==> config.mk <==
export PLATFORM = sky130hd
export DESIGN_NAME = if_id_skid_reg
export DESIGN_NICKNAME = d
export VERILOG_FILES = /design/src/rtl/if_id_skid_reg_pkg.sv /design/src/rtl/if_id_skid_reg.sv
export SDC_FILE = /design/constraint.sdc
export NUM_CORES = 1
export LEC_CHECK = 0
export CELL_PAD_IN_SITES_DETAIL_PLACEMENT = 1
export CELL_PAD_IN_SITES_GLOBAL_PLACEMENT = 1
export CORE_AREA = 4 4 142 144
export DETAILED_ROUTE_END_ITERATION = 10
export DIE_AREA = 0 0 146 148
export GPL_ROUTABILITY_DRIVEN = 0
export PLACE_DENSITY_LB_ADDON = 0.1
export SYNTH_ARGS = -nofsm -noshare
export SYNTH_HDL_FRONTEND = slang
export SYNTH_SLANG_ARGS = --single-unit
==> constraint.sdc <==
create_clock -name clk -period 1.8 [get_ports clk]
set_clock_uncertainty 0.15 [all_clocks]
set_input_delay 0.36 -clock clk [delete_from_list [all_inputs] [get_ports clk]]
set_output_delay 0.36 -clock clk [all_outputs]
set_load 0.1 [all_outputs]
==> src/rtl/if_id_skid_reg_pkg.sv <==
// Shared pipeline definitions for the IF/ID stage register: state encoding and
// the default bubble instruction.
package if_id_skid_reg_pkg;

   typedef enum logic [1:0] {
      ST_EMPTY = 2'd0,
      ST_FULL  = 2'd1,
      ST_SKID  = 2'd2
   } ifid_state_e;

   // RISC-V canonical NOP: addi x0, x0, 0
   localparam logic [31:0] NOP_INST_DEFAULT = 32'h0000_0013;

   localparam int STALL_CNT_W = 16;

endpackage

==> src/rtl/if_id_skid_reg.sv <==
// IF/ID pipeline register with optional 2-entry skid buffer so that fetch sees
// a registered ready; also counts decode-side stall cycles (saturating).
module if_id_skid_reg
   import if_id_skid_reg_pkg::*;
#(
   parameter int                XLEN     = 32,
   parameter int                ILEN     = 32,
   parameter logic [ILEN-1:0]   NOP_INST = ILEN'(NOP_INST_DEFAULT),
   parameter int                SKID_EN  = 1
) (
   input  logic                   clk,
   input  logic                   rst_n,
   input  logic                   flush_i,
   input  logic                   in_valid_i,
   output logic                   in_ready_o,
   input  logic [XLEN-1:0]        in_pc_i,
   input  logic [ILEN-1:0]        in_inst_i,
   output logic                   out_valid_o,
   input  logic                   out_ready_i,
   output logic [XLEN-1:0]        out_pc_o,
   output logic [ILEN-1:0]        out_inst_o,
   output logic [STALL_CNT_W-1:0] stall_cnt_o
);

   localparam int PLEN = XLEN + ILEN;
   localparam logic [PLEN-1:0] NOP_PAYLOAD = {{XLEN{1'b0}}, NOP_INST};

   ifid_state_e             state_q, state_d;
   logic [PLEN-1:0]         main_q, main_d;
   logic [PLEN-1:0]         skid_q, skid_d;
   logic [STALL_CNT_W-1:0]  stall_cnt_q;
   logic [PLEN-1:0]         in_payload;
   logic                    in_fire;
   logic                    out_fire;

   assign in_payload  = {in_pc_i, in_inst_i};
   assign out_valid_o = (state_q != ST_EMPTY);
   assign in_fire     = in_valid_i && in_ready_o;
   assign out_fire    = out_valid_o && out_ready_i;

   assign out_pc_o    = main_q[PLEN-1:ILEN];
   assign out_inst_o  = main_q[ILEN-1:0];
   assign stall_cnt_o = stall_cnt_q;

   // NOTE: every signal written here gets a default first, so no path leaves it
   // unassigned and no latch is inferred.
   always_comb begin
      state_d = state_q;
      main_d  = main_q;
      skid_d  = skid_q;
      if (flush_i) begin
         state_d = ST_EMPTY;
         main_d  = NOP_PAYLOAD;
         skid_d  = NOP_PAYLOAD;
      end else begin
         case (state_q)
            ST_EMPTY: begin
               if (in_fire) begin
                  state_d = ST_FULL;
                  main_d  = in_payload;
               end
            end
            ST_FULL: begin
               if (in_fire && out_fire) begin
                  main_d = in_payload;
               end else if (out_fire) begin
                  state_d = ST_EMPTY;
                  main_d  = NOP_PAYLOAD;
               end else if (in_fire) begin
                  // Only reachable with the skid buffer; without it ready is low here.
                  state_d = ST_SKID;
                  skid_d  = in_payload;
               end
            end
            ST_SKID: begin
               if (out_fire) begin
                  state_d = ST_FULL;
                  main_d  = skid_q;
                  skid_d  = NOP_PAYLOAD;
               end
            end
            default: begin
               state_d = ST_EMPTY;
               main_d  = NOP_PAYLOAD;
               skid_d  = NOP_PAYLOAD;
            end
         endcase
      end
   end

   // NOTE: sequential state uses non-blocking assignments so every register
   // samples pre-edge values regardless of block ordering.
   always_ff @(posedge clk or negedge rst_n) begin
      if (!rst_n) begin
         state_q <= ST_EMPTY;
         // NOTE: payload registers are reset too, so decode sees 0/NOP, never X.
         main_q  <= NOP_PAYLOAD;
         skid_q  <= NOP_PAYLOAD;
      end else begin
         state_q <= state_d;
         main_q  <= main_d;
         skid_q  <= skid_d;
      end
   end

   always_ff @(posedge clk or negedge rst_n) begin
      if (!rst_n) begin
         stall_cnt_q <= '0;
      end else if (out_valid_o && !out_ready_i && (stall_cnt_q != '1)) begin
         stall_cnt_q <= stall_cnt_q + 1'b1;
      end
   end

   generate
      if (SKID_EN != 0) begin : g_skid
         // Ready comes straight from a flop: fetch timing is isolated from decode.
         logic in_ready_q;
         always_ff @(posedge clk or negedge rst_n) begin
            if (!rst_n) begin
               in_ready_q <= 1'b1;
            end else begin
               in_ready_q <= (state_d != ST_SKID);
            end
         end
         assign in_ready_o = in_ready_q;
      end else begin : g_single
         assign in_ready_o = !out_valid_o || out_ready_i;
      end
   endgenerate

endmodule

# --- Yosys cells after proc, flatten, opt, wreduce, memory -nomap -nowiden ---
# Cells that the tools add are included.
op_classes:
  eq_ne: 11
  n_addsub: 1
  n_reduce_logical: 10
  mux: 17
op_table:
  columns: ["op", "count"]
  rows:
  - ["64-bit 2-to-1 mux", 8]
  - ["64-bit one-hot mux with 3 select lines", 2]
  - ["16-bit by 1-bit adder with 16-bit output (second input constant)", 1]
  - ["16-bit != test (second input constant)", 1]
  - ["3-bit != test (second input constant)", 5]
  - ["2-bit 2-to-1 mux", 6]
  - ["2-bit one-hot mux with 3 select lines", 1]
  - ["1-bit logical AND", 5]
  - ["5-bit AND reduction", 1]
  - ["2-bit != test (second input constant)", 2]
  - ["4-bit != test (second input constant)", 1]
  - ["3-bit AND reduction", 1]
  - ["2-bit by 1-bit equality test with 1-bit output (second input constant)", 1]
  - ["2-bit equality test (second input constant)", 1]
  - ["2-bit logical NOT", 1]
  - ["2-bit nonzero test", 1]
  - ["1-bit logical NOT", 1]
totals:
  wordCells: 44
  output_inout_bits: 82
  in_bits: 69
  register_bits: 147

# --- Longest topological paths before layout ---
# Gate-level depths: netlist (run 1).
depth:
  ltp_word: 7
  ltp_mapped: 7
  ltp_nobuf: 5

# --- Worst setup path after synthesis (run 1) ---
# OpenSTA, ideal clock, no wires.
synth_path:
  path_type: "register to register"
  start: "reg stall_cnt_q[0] (netlist: stall_cnt_o[0])"
  end: "reg stall_cnt_q[5] (netlist: stall_cnt_o[5])"
  arrival_time_ns: 2.222
  path_buffers: 1
  setup_ns: 0.164
  required_time_ns: 1.486
  path_stages_with_launch: 7
  path_slack_ns: -0.736
  synth_period_minus_slack_ns: 2.536
  cell_sequence: "dfrtp_1 -> ha_1 -> nand3_1 -> nor4_2 -> buf_2 -> nor3_1 -> xor2_1"
synth_between:
  elab_chain_cells: 2
  elab_cells_between_ends: 3
  cone_classes: "add/sub (1); eq/ne (1); reduce/logical (1)"
synth_rtl:
  columns: ["element", "line", "rtl"]
  rows:
  - ["start: declaration", "if_id_skid_reg.sv:31", "logic [STALL_CNT_W-1:0] stall_cnt_q;"]
  - ["start signal: assignment", "if_id_skid_reg.sv:110", "stall_cnt_q <= stall_cnt_q + 1'b1;"]
  - ["branches (longest 2 deep; another with 16-bit by 1-bit adder with 16-bit output)", null, null]
# Several ways; the timed one is not identified.
# A chain may end at the register's enable or synchronous reset.

# --- Final worst setup path (run 1) ---
layout_path:
  start: "reg state_q[1]"
  end: "out out_valid_o"
layout_between:
  elab_chain_cells: 1
layout_rtl:
  columns: ["element", "line", "rtl"]
  rows:
  - ["start: declaration", "if_id_skid_reg.sv:28", "ifid_state_e state_q, state_d;"]
  - ["start signal: assignment", "if_id_skid_reg.sv:100", "state_q <= state_d;"]
  - ["2-bit nonzero test", "if_id_skid_reg.sv:37", "assign out_valid_o = (state_q != ST_EMPTY);"]
  - ["end: declaration", "if_id_skid_reg.sv:18", "output logic out_valid_o,"]
# No other way between the ends.

==> results.py, run 1 <==
metrics = {
    "status": {
        "outcome": "complete, but fails checks",
        "violations": "negative setup slack",
    },
    "logic_synthesis": {
        "yosysSeqAreaShare_pct": 54.9,
        "yosys_warnings": 0,
        "synth_nets": 668,
        "synth_edf_count": 0,
        "syn_area_sq_um": 6720,
        "synth-seq-cells": 147,
        "synthFlopType": "dfrtp_1",
        "synthArstFlopShare_pct": 100,
        "synthDistinctLibCells": 42,
        "syn_avg_cell_area_sq_um": 11.2,
        "postSynthCellCount": 598,
    },
    "sta": {
        "rsz0062_at_grt": "yes",
        "fin_tns_setup_ps": -125,
        "timing.final.ws_setup_ps": -61.5,
        "timing.final.crit_period_ps": 1860,
        "setup_viol": 6,
        "fmax_mhz": 537,
        "hold_viol": 0,
        "final_max_slew_viol_count": 0,
        "slew_headroom_pct": 69.4,
        "period_share_pct": 103,
        "tightest_slew_ps": 459,
    },
    "global_routing": {
        "overflow": 0,
        "grt_pass1_wl_um": 34500,
        "grt_pass1_vias": 6288,
        "grt_max_degree": 40,
        "grt.total_usage_pct": 19.9,
        "antenna_found_initial": 0,
    },
    "setup_path": {
        "r2r-start": "state_q[0]",
        "cp.required_ps": 1290,
        "r2r_cells": 6,
        "setup.worst_path.end_class": "primary output",
        "slowest_delay_ps": 390,
        "path_cells": "buf_6 -> or2_4 -> buf_12",
        "r2r_end": "skid_q[31]",
        "rrSetupSlack_ps": -20,
        "crit_fanout": 2,
        "cp.arrival_ps": 1350,
        "crit_slowest_cell": "dfrtp_1",
        "start_kind": "flip-flop",
        "crit_type": "flip-flop to primary output",
    },
    "final_layout": {
        "final_nets": 860,
        "antenna_cells": 0,
        "final_cells": 1037,
        "area_growth_pct": 64.0,
        "layout-drive-gt1-share_pct": 35.0,
    },
    "cts": {
        "cts_tree": "built",
        "cts_buffers": 17,
        "clkTransAtPathRegs_ps": 60,
        "cts_max_level": 4,
        "clock-sinks": 147,
        "clockBufferDepth": 2,
        "cts-root-buf": "clkbuf_16",
        "insertion_delay_ps": 420,
    },
    "floorplanning": {
        "die_h_um": 148,
        "die_w_um": 146,
        "io_pins": 151,
        "start_util_pct": 35.9,
        "rows": 50,
        "die_area_sq_um": 21600,
        "core_sq_um": 18700,
    },
    "job": {
        "drv_cap": 0,
    },
    "placement": {
        "placed_cells": 986,
        "port_buffers": 150,
        "hpwl_um": 14600,
    },
    "worst_hold_path": {
        "min_path_type": "input pin to asynchronous set/reset pin",
    },
    "route": {
        "drcViolationCount": 0,
        "wl_per_cell_um": 21.2,
        "drtIter0Drc": 223,
        "antenna_left": 0,
        "vias": 5490,
        "dr.pass1.iters": 4,
        "wirelength_um": 22000,
        "viasPerCell": 5.29,
    },
    "power": {
        "p_comb_share_pct": 32.1,
        "power_density_nw_per_um2": 1010,
        "p_sw_share_pct": 34.9,
        "ir_worst_vdd_uv": 1310,
        "pwr-share-seq_pct": 35.2,
        "p_leak_nw": 4.74,
        "p_sw_mw": 3.88,
        "internal_power_mw": 7.24,
        "p_clk_share_pct": 32.7,
    },
}
how the worst max path moves through the flow:
stage | from | endpoint | cells past startpoint
global route | state_q[0] | skid_q[31] | 6
CTS | state_q[1] | out_valid_o | 3
detailed placement | out_ready_i | skid_q[49] | 6
global placement | out_ready_i | skid_q[36] | 6
floorplan | stall_cnt_o[12] | stall_cnt_o[5] | 5
finish | state_q[1] | out_valid_o | 3
cells in the final DEF (no fill, tap or decap), types with 4 or more instances in the layout:
cell type        synthesis  final
o2bb2ai_1               61     38
dfstp_2                  7      6
inv_1                   62     62
mux2i_1                 61     58
buf_12                   0    100
dfrtp_1                140    123
buf_6                    6     14
nand2_1                 73     72
clkinvlp_4               0      4
o2bb2ai_2                0     23
a22oi_1                 61     50
dfrtp_4                  0     16
clkbuf_16                0     22
nor2_1                   7      4
clkinv_2                 0      4
nor3_1                   6      5
nand2b_1                 4      4
a21oi_1                  6      4
clkdlybuf4s50_1          0     67
xor2_1                  15     15
nand4_1                  6      6
a22oi_2                  1     12
buf_4                    7     32
kinds of logic after synthesis:
logic type	Yosys count	share of synthesized area, %
mux	65	9.76
flops	147	54.9
compound gates	142	16.9
fa+ha+maj	1	0.186
simple gates	120	8.77
xor+xnor	15	1.96
buf+inv	108	7.54
flip-flops by register name, indices dropped and copies added (netlist names):
signal and flops:
in_ready_o 1, main_q 64, skid_q 64, stall_cnt_o 16, state_q 2
cell type report:
cell class | instances | area [sq um]
fill | 1835 | 7690
sequential | 147 | 3750
timing repair buffer | 219 | 3210
multi-input combinational | 343 | 2930
clock buffer | 19 | 443
tap | 234 | 293
inverter | 62 | 233
clock inverter | 13 | 158
power groups by stage:
stage	Clock [mW]	Sequential [mW]	Combinational, mW
3_3_place_gp	0	3.97	3.25
3_5_place_dp	0	3.98	3.32
5_1_grt	3.88	3.95	3.73
4_1_cts	3.73	3.93	3.35
2_1_floorplan	0	5.11	0.713
6_report	3.63	3.91	3.57
synth_stat cells, drive strengths merged, types with 2 or more instances:
library cell | n | share of area (%)
nor4b | 2 | 0.45
buf | 37 | 3.6
a21o | 3 | 0.34
dfstp | 7 | 2.7
inv | 62 | 3.5
xor2 | 15 | 2.0
nand2 | 73 | 4.1
nor2b | 2 | 0.19
nand3 | 3 | 0.22
mux2i | 61 | 9.1
nand2b | 4 | 0.37
nand3b | 2 | 0.22
o21bai | 2 | 0.22
a22oi | 62 | 7.0
o2bb2ai | 61 | 8.0
nor3b | 2 | 0.22
mux2 | 4 | 0.67
a21oi | 7 | 0.58
nor2 | 7 | 0.39
nand4 | 6 | 0.56
o22ai | 2 | 0.19
clkbuf | 9 | 0.50
nor4 | 5 | 0.65
dfrtp | 140 | 52
or2 | 4 | 0.37
nor3 | 8 | 0.75
layer usage:
metal	GRT usage, %	routed length, um	share of wire, %	up-vias
li1	-	-	-	2490
met1	24.4	9200	42	2845
met2	35.5	11600	53	129
met3	4.17	836	3.8	26
met4	6.02	350	1.6	0
met5	0	0	0	-
what timing repair did:
| action | 4_1_cts | 5_1_grt |
|---|---|---|
| gates cloned | 0 | 6 |
| setup buffers | 4 | 8 |
| endpoints found under the hold margin | 34 | 0 |
| resized for setup | 11 | 51 |
| endpoints found under the setup margin | 4 | 142 |
| hold buffers | 1 | 0 |
| pin swaps | 3 | 3 |
metrics by stage:
step	util [%]	power, mW	area [sq um]	setup slack, ps	hold WS, ps
after floorplan	-	5.83	6990	-88.3	-85.6
after global placement	52.8	7.22	9880	-396	168
after detailed placement	52.8	7.30	9880	-464	176
after CTS	56.5	11.0	10600	-87.3	296
after global routing	58.9	11.6	11000	-112	332
final	58.9	11.1	11000	-61.5	304
critical path, delay by kind of cell, from the launching register on:
kind	cells	cell delay (ps)
buffers and inverters	2	280
flip-flops	1	390
AND/OR/NAND/NOR	1	250
No activity file was read; power rests on OpenSTA's default activity.
==> run 2: changes to the inputs <==
- ABC_AREA: not set -> 1
- CORE_AREA: 4 4 142 144 -> 4 4 154 156
- DIE_AREA: 0 0 146 148 -> 0 0 158 160
==> run 2 against run 1 <==
Net effect: worst setup slack worse by 42 ps; global-route usage is 0.23 points higher; sequential power shrank 1%; die area is 17% higher; the flow still finishes with violations (negative setup slack); non-clock buffer count is 1 lower; sequential share of layout area is 1.6 points lower; synthesized cell count up 70%; final cell count is 43% higher; clock-buffer cell count fell by 2; first-iteration DRC count rose by 35%; clock power fell by 8.0%.
==> results.py, run 2 <==
metrics = {
    "setup_path": {
        "slowest_delay_ps": 420,
        "cp_top_family": "flip-flops",
        "path_cells": "nor2_4 -> clkinvlp_4 -> buf_6 -> buf_12",
        "rrSetupSlack_ps": -60,
        "cp.required_ps": 1290,
        "start_kind": "flip-flop",
        "worst-path-buf-inv": 3,
        "cp.arrival_ps": 1390,
        "setup.worst_path.end_class": "primary output",
        "crit_fanout": 2,
        "crit_slowest_cell": "dfrtp_2",
        "crit_type": "flip-flop to primary output",
    },
    "logic_synthesis": {
        "synth-seq-cells": 147,
        "synthDistinctLibCells": 23,
        "synth_most_common_cell": "nand2_1",
        "syn_avg_cell_area_sq_um": 7.38,
        "synthFlopType": "dfrtp_1",
        "yosys-top-cells-area": "dfrtp_1, nand2_1, nand4_1",
        "syn_area_sq_um": 7520,
        "postSynthCellCount": 1018,
        "yosys_warnings": 0,
        "netlist.area_leader.share_pct": 46.6,
        "synth_edf_count": 0,
        "synth_commonest_cells": "nand2_1, dfrtp_1, nand3_1, nand4_1, o21ai_1",
        "yosysTopAreaCell": "dfrtp_1",
        "synth_nets": 1088,
        "synthArstFlopShare_pct": 100,
        "yosysSeqAreaShare_pct": 49.1,
    },
    "final_layout": {
        "final_cell_mix": "nand2_1, dfrtp_1, buf_12",
        "layout-drive-gt1-share_pct": 19.3,
        "design_area_sq_um": 11400,
        "post-route-util_pct": 51.2,
        "num-fill-cells": 2593,
        "final_nets": 1259,
        "final_common_cell": "nand2_1",
        "area_growth_pct": 52.2,
        "final_cells": 1488,
    },
    "placement": {
        "port_buffers": 150,
        "placed_cells": 1435,
        "dpl-instance-area_sq_um": 10500,
        "hpwl_um": 16300,
    },
    "cts": {
        "cts_max_level": 4,
        "insertion_delay_ps": 420,
        "cts_tree": "built",
        "clockBufferDepth": 2,
        "clock-sinks": 147,
        "cts-root-buf": "clkbuf_16",
        "clkTransAtPathRegs_ps": 60,
        "cts_buffers": 17,
    },
    "route": {
        "wl_per_cell_um": 17.7,
        "viasPerCell": 5.05,
        "drtIter0Drc": 300,
        "wirelength_um": 26300,
        "drcViolationCount": 0,
        "vias": 7513,
        "dr.pass1.iters": 5,
        "antenna_left": 0,
    },
    "sta": {
        "slew_headroom_pct": 75.8,
        "hold_viol": 0,
        "fin_tns_setup_ps": -2810,
        "timing.final.crit_period_ps": 1900,
        "period_share_pct": 106,
        "timing.final.ws_setup_ps": -103,
        "whs_ps": 260,
        "setup_viol": 71,
        "fmax_mhz": 525,
        "rsz0062_at_grt": "yes",
        "final_max_slew_viol_count": 0,
        "tightest_slew_ps": 363,
    },
    "power": {
        "p_leak_nw": 5.30,
        "ir_worst_vdd_uv": 1380,
        "power_density_nw_per_um2": 970,
    },
    "global_routing": {
        "grt_max_degree": 47,
        "grt_pass1_vias": 7806,
        "overflow": 0,
        "grt_pass1_wl_um": 40900,
        "grt.total_usage_pct": 20.1,
        "antenna_found_initial": 1,
    },
    "floorplanning": {
        "core_sq_um": 22400,
        "die_h_um": 160,
        "start_util_pct": 33.6,
        "rows": 55,
        "die_w_um": 158,
        "die_area_sq_um": 25300,
        "io_pins": 151,
    },
    "status": {
        "outcome": "complete, but fails checks",
        "violations": "negative setup slack",
    },
    "job": {
        "drv_cap": 0,
    },
    "worst_hold_path": {
        "min_path_type": "input pin to asynchronous set/reset pin",
    },
}
[run 2: layout make-up]
cell class	instances	area (sq um)	area share, %
inverters	25	110	0.962
flip-flops and latches	147	3710	32.5
well taps	285	357	3.12
clock inverters	15	123	1.07
repair buffers	218	3240	28.4
clock buffers	17	425	3.72
multi-input cells	780	3470	30.3
diodes	1	2.50	0.0219
[run 2: path summary, 6_finish.rpt]
check | startpoint | end | cells past startpoint
setup / recovery | state_q[0] | out_valid_o | 4
hold reg to reg | skid_q[4] | skid_q[4] | 2
hold / removal | rst_n | main_q[15] | 2
min in group clk | skid_q[4] | skid_q[4] | 2
setup reg to reg | state_q[0] | main_q[36] | 9
max in group asynchronous | rst_n | main_q[4] | 3
[run 2: power breakdown]
part	internal [mW]	switching, mW
Sequential	3.60	0.266
Clock	1.80	1.55
Combinational	1.41	2.47
Total	6.81	4.28
[run 2: metal layers]
layer / track usage (%) / up-vias / wire length (um)
li1: - / 3645 / -
met1: 27.0 / 3704 / 12000
met2: 33.8 / 147 / 13000
met3: 3.22 / 17 / 1040
met4: 5.35 / 0 / 270
met5: 0 / - / 0
[run 2: per-stage QoR]
stage / total power, mW / setup slack [ps]
2_1_floorplan: 5.99 / -339
3_3_place_gp: 7.58 / -245
3_5_place_dp: 7.62 / -315
4_1_cts: 11.1 / -126
5_1_grt: 11.6 / -166
6_report: 11.1 / -103
[run 2: kinds of logic (layout without fill, tap and decap cells)]
| kind of cell | Yosys count | in the layout | synth area share, % |
|---|---|---|---|
| compound gates | 75 | 75 | 4.99 |
| buf+inv | 91 | 275 | 6.13 |
| simple gates | 697 | 697 | 38.8 |
| fa+ha+maj | 1 | 1 | 0.166 |
| other cells | 0 | 1 | 0 |
| xor+xnor | 7 | 7 | 0.816 |
| flops | 147 | 147 | 49.1 |
[run 2: timing repair]
item                                   in CTS  in global routing
endpoints found under the hold margin      29                  0
hold buffers                                1                  0
setup endpoints to repair                  65                146
buffers inserted                            5                  5
pin swaps                                   2                  7
resized for setup                           7                 24
cloned                                      1                  9
==> run 3: changes to the inputs <==
- CORE_AREA: 4 4 154 156 -> 4 4 148 150
- DIE_AREA: 0 0 158 160 -> 0 0 152 154
- clock period: 1.8 -> 1.78 ns (I/O delays scaled with it)
==> run 3 against run 2 <==
Net effect: clock power up 12%; critical path type unchanged; highest routed layer unchanged; sequential share of layout area up 0.30 points; non-clock buffer count unchanged; utilization up 3.6 points; worst hold slack better by 20 ps; the flow still finishes with violations (negative setup slack); total power up 3.3%; flip-flop and latch count unchanged; die area down 7.4%.
==> results.py, run 3 (synthesized netlist as in run 2, its figures left out) <==
metrics = {
    "route": {
        "dr.pass1.iters": 5,
        "drcViolationCount": 0,
        "vias": 7592,
        "wl_per_cell_um": 16.8,
        "antenna_left": 0,
        "drtIter0Drc": 295,
        "wirelength_um": 24900,
        "viasPerCell": 5.14,
    },
    "placement": {
        "port_buffers": 150,
        "hpwl_um": 16900,
        "place_ws_ps": -255,
        "dpl-instance-area_sq_um": 10600,
    },
    "floorplanning": {
        "die_area_sq_um": 23400,
        "die_h_um": 154,
        "start_util_pct": 36.3,
        "io_pins": 151,
        "core_sq_um": 20700,
        "rows": 53,
        "die_w_um": 152,
    },
    "status": {
        "outcome": "complete, but fails checks",
        "violations": "negative setup slack",
    },
    "sta": {
        "fmax_mhz": 529,
        "final_max_slew_viol_count": 0,
        "setup_viol": 63,
        "hold_viol": 0,
        "fin_tns_setup_ps": -2430,
        "period_share_pct": 106,
        "tightest_slew_ps": 405,
        "slew_headroom_pct": 73.0,
        "timing.final.ws_setup_ps": -110,
        "rsz0062_at_grt": "yes",
        "timing.final.crit_period_ps": 1890,
    },
    "global_routing": {
        "grt_pass1_vias": 8046,
        "grt_max_degree": 53,
        "antenna_found_initial": 0,
        "grt.total_usage_pct": 21.5,
        "overflow": 0,
        "grt_pass1_wl_um": 41600,
    },
    "cts": {
        "cts-root-buf": "clkbuf_16",
        "cts_tree": "built",
        "cts_buffers": 17,
        "cts_max_level": 4,
        "insertion_delay_ps": 420,
        "clock-sinks": 147,
        "clkTransAtPathRegs_ps": 60,
        "clockBufferDepth": 2,
    },
    "job": {
        "drv_cap": 0,
    },
    "power": {
        "p_leak_nw": 5.27,
        "total_power_mw": 11.5,
        "power_density_nw_per_um2": 1010,
        "ir_worst_vdd_uv": 1130,
    },
    "setup_path": {
        "crit_fanout": 2,
        "cp.arrival_ps": 1380,
        "crit_type": "flip-flop to primary output",
        "cp.required_ps": 1270,
        "setup.worst_path.end_class": "primary output",
        "start_kind": "flip-flop",
    },
    "worst_hold_path": {
        "min_path_type": "input pin to asynchronous set/reset pin",
    },
    "final_layout": {
        "area_growth_pct": 50.8,
        "final_common_cell": "nand2_1",
        "design_area_sq_um": 11300,
        "post-route-util_pct": 54.8,
        "layout-drive-gt1-share_pct": 18.7,
        "final_nets": 1259,
        "final_cell_mix": "nand2_1, dfrtp_1, buf_12",
        "antenna_cells": 0,
    },
}
[run 3: cell count changes in the layout (fill, tap and decap cells not counted), moves of 2 or more]
cell,delta
buf_4,+8
buf_6,-3
bufinv_16,+3
clkbuf_16,-6
clkbuf_8,+2
clkinv_2,+2
inv_6,-5
nand2_1,+5
nand2_2,-3
[run 3: per-layer routing]
metal | wire [um] | global-route usage, % | part of all wire (%) | up-vias
met2 | 12300 | 36.7 | 50 | 147
li1 | - | - | - | 3632
met4 | 260 | 5.05 | 1.0 | 0
met3 | 784 | 3.72 | 3.2 | 20
met5 | 0 | 0 | 0 | -
met1 | 11500 | 28.6 | 46 | 3793
[run 3: path summary, 6_finish.rpt]
check / startpoint / endpoint / slack (ps) / depth (start not counted)
max: state_q[1] / out_valid_o / -110 / 4
min: rst_n / main_q[20] / 280 / 2
max reg2reg: state_q[0] / main_q[14] / -60 / 8
min reg2reg: skid_q[4] / skid_q[4] / 340 / 2
max in group asynchronous: rst_n / stall_cnt_o[8] / 600 / 3
min in group clk: skid_q[4] / skid_q[4] / 340 / 2
[run 3: timing repair]
item,in CTS,in global routing
pin swaps,3,1
gates cloned,0,2
gates resized for setup,1,13
hold endpoints to repair,27,0
hold buffers,1,0
endpoints found under the setup margin,69,143
buffers inserted,3,0
[run 3: per-stage QoR]
stage,hold slack (ps),cells
after floorplan,-89.6,1018
after global placement,155,1439
after detailed placement,153,1439
after CTS,281,1475
after global routing,308,1477
final,280,1477
[run 3: layout make-up]
cell class / instances / area, sq um
clock buffer: 19 / 453
clock inverter: 13 / 159
fill: 2476 / 9360
inverter: 25 / 108
multi-input combinational: 780 / 3420
sequential: 147 / 3710
tap: 275 / 344
timing repair buffer: 218 / 3140
[run 3: where the power goes]
part	total [mW]	switching [mW]	internal [mW]
Combinational	3.77	2.42	1.35
Clock	3.75	1.47	2.28
Sequential	3.94	0.292	3.65
[run 3: critical path: stages (launching register included)]
cell        delay [ps]
dfrtp_1            420
nor2_4             160
clkinvlp_4         110
buf_6              120
buf_12             150
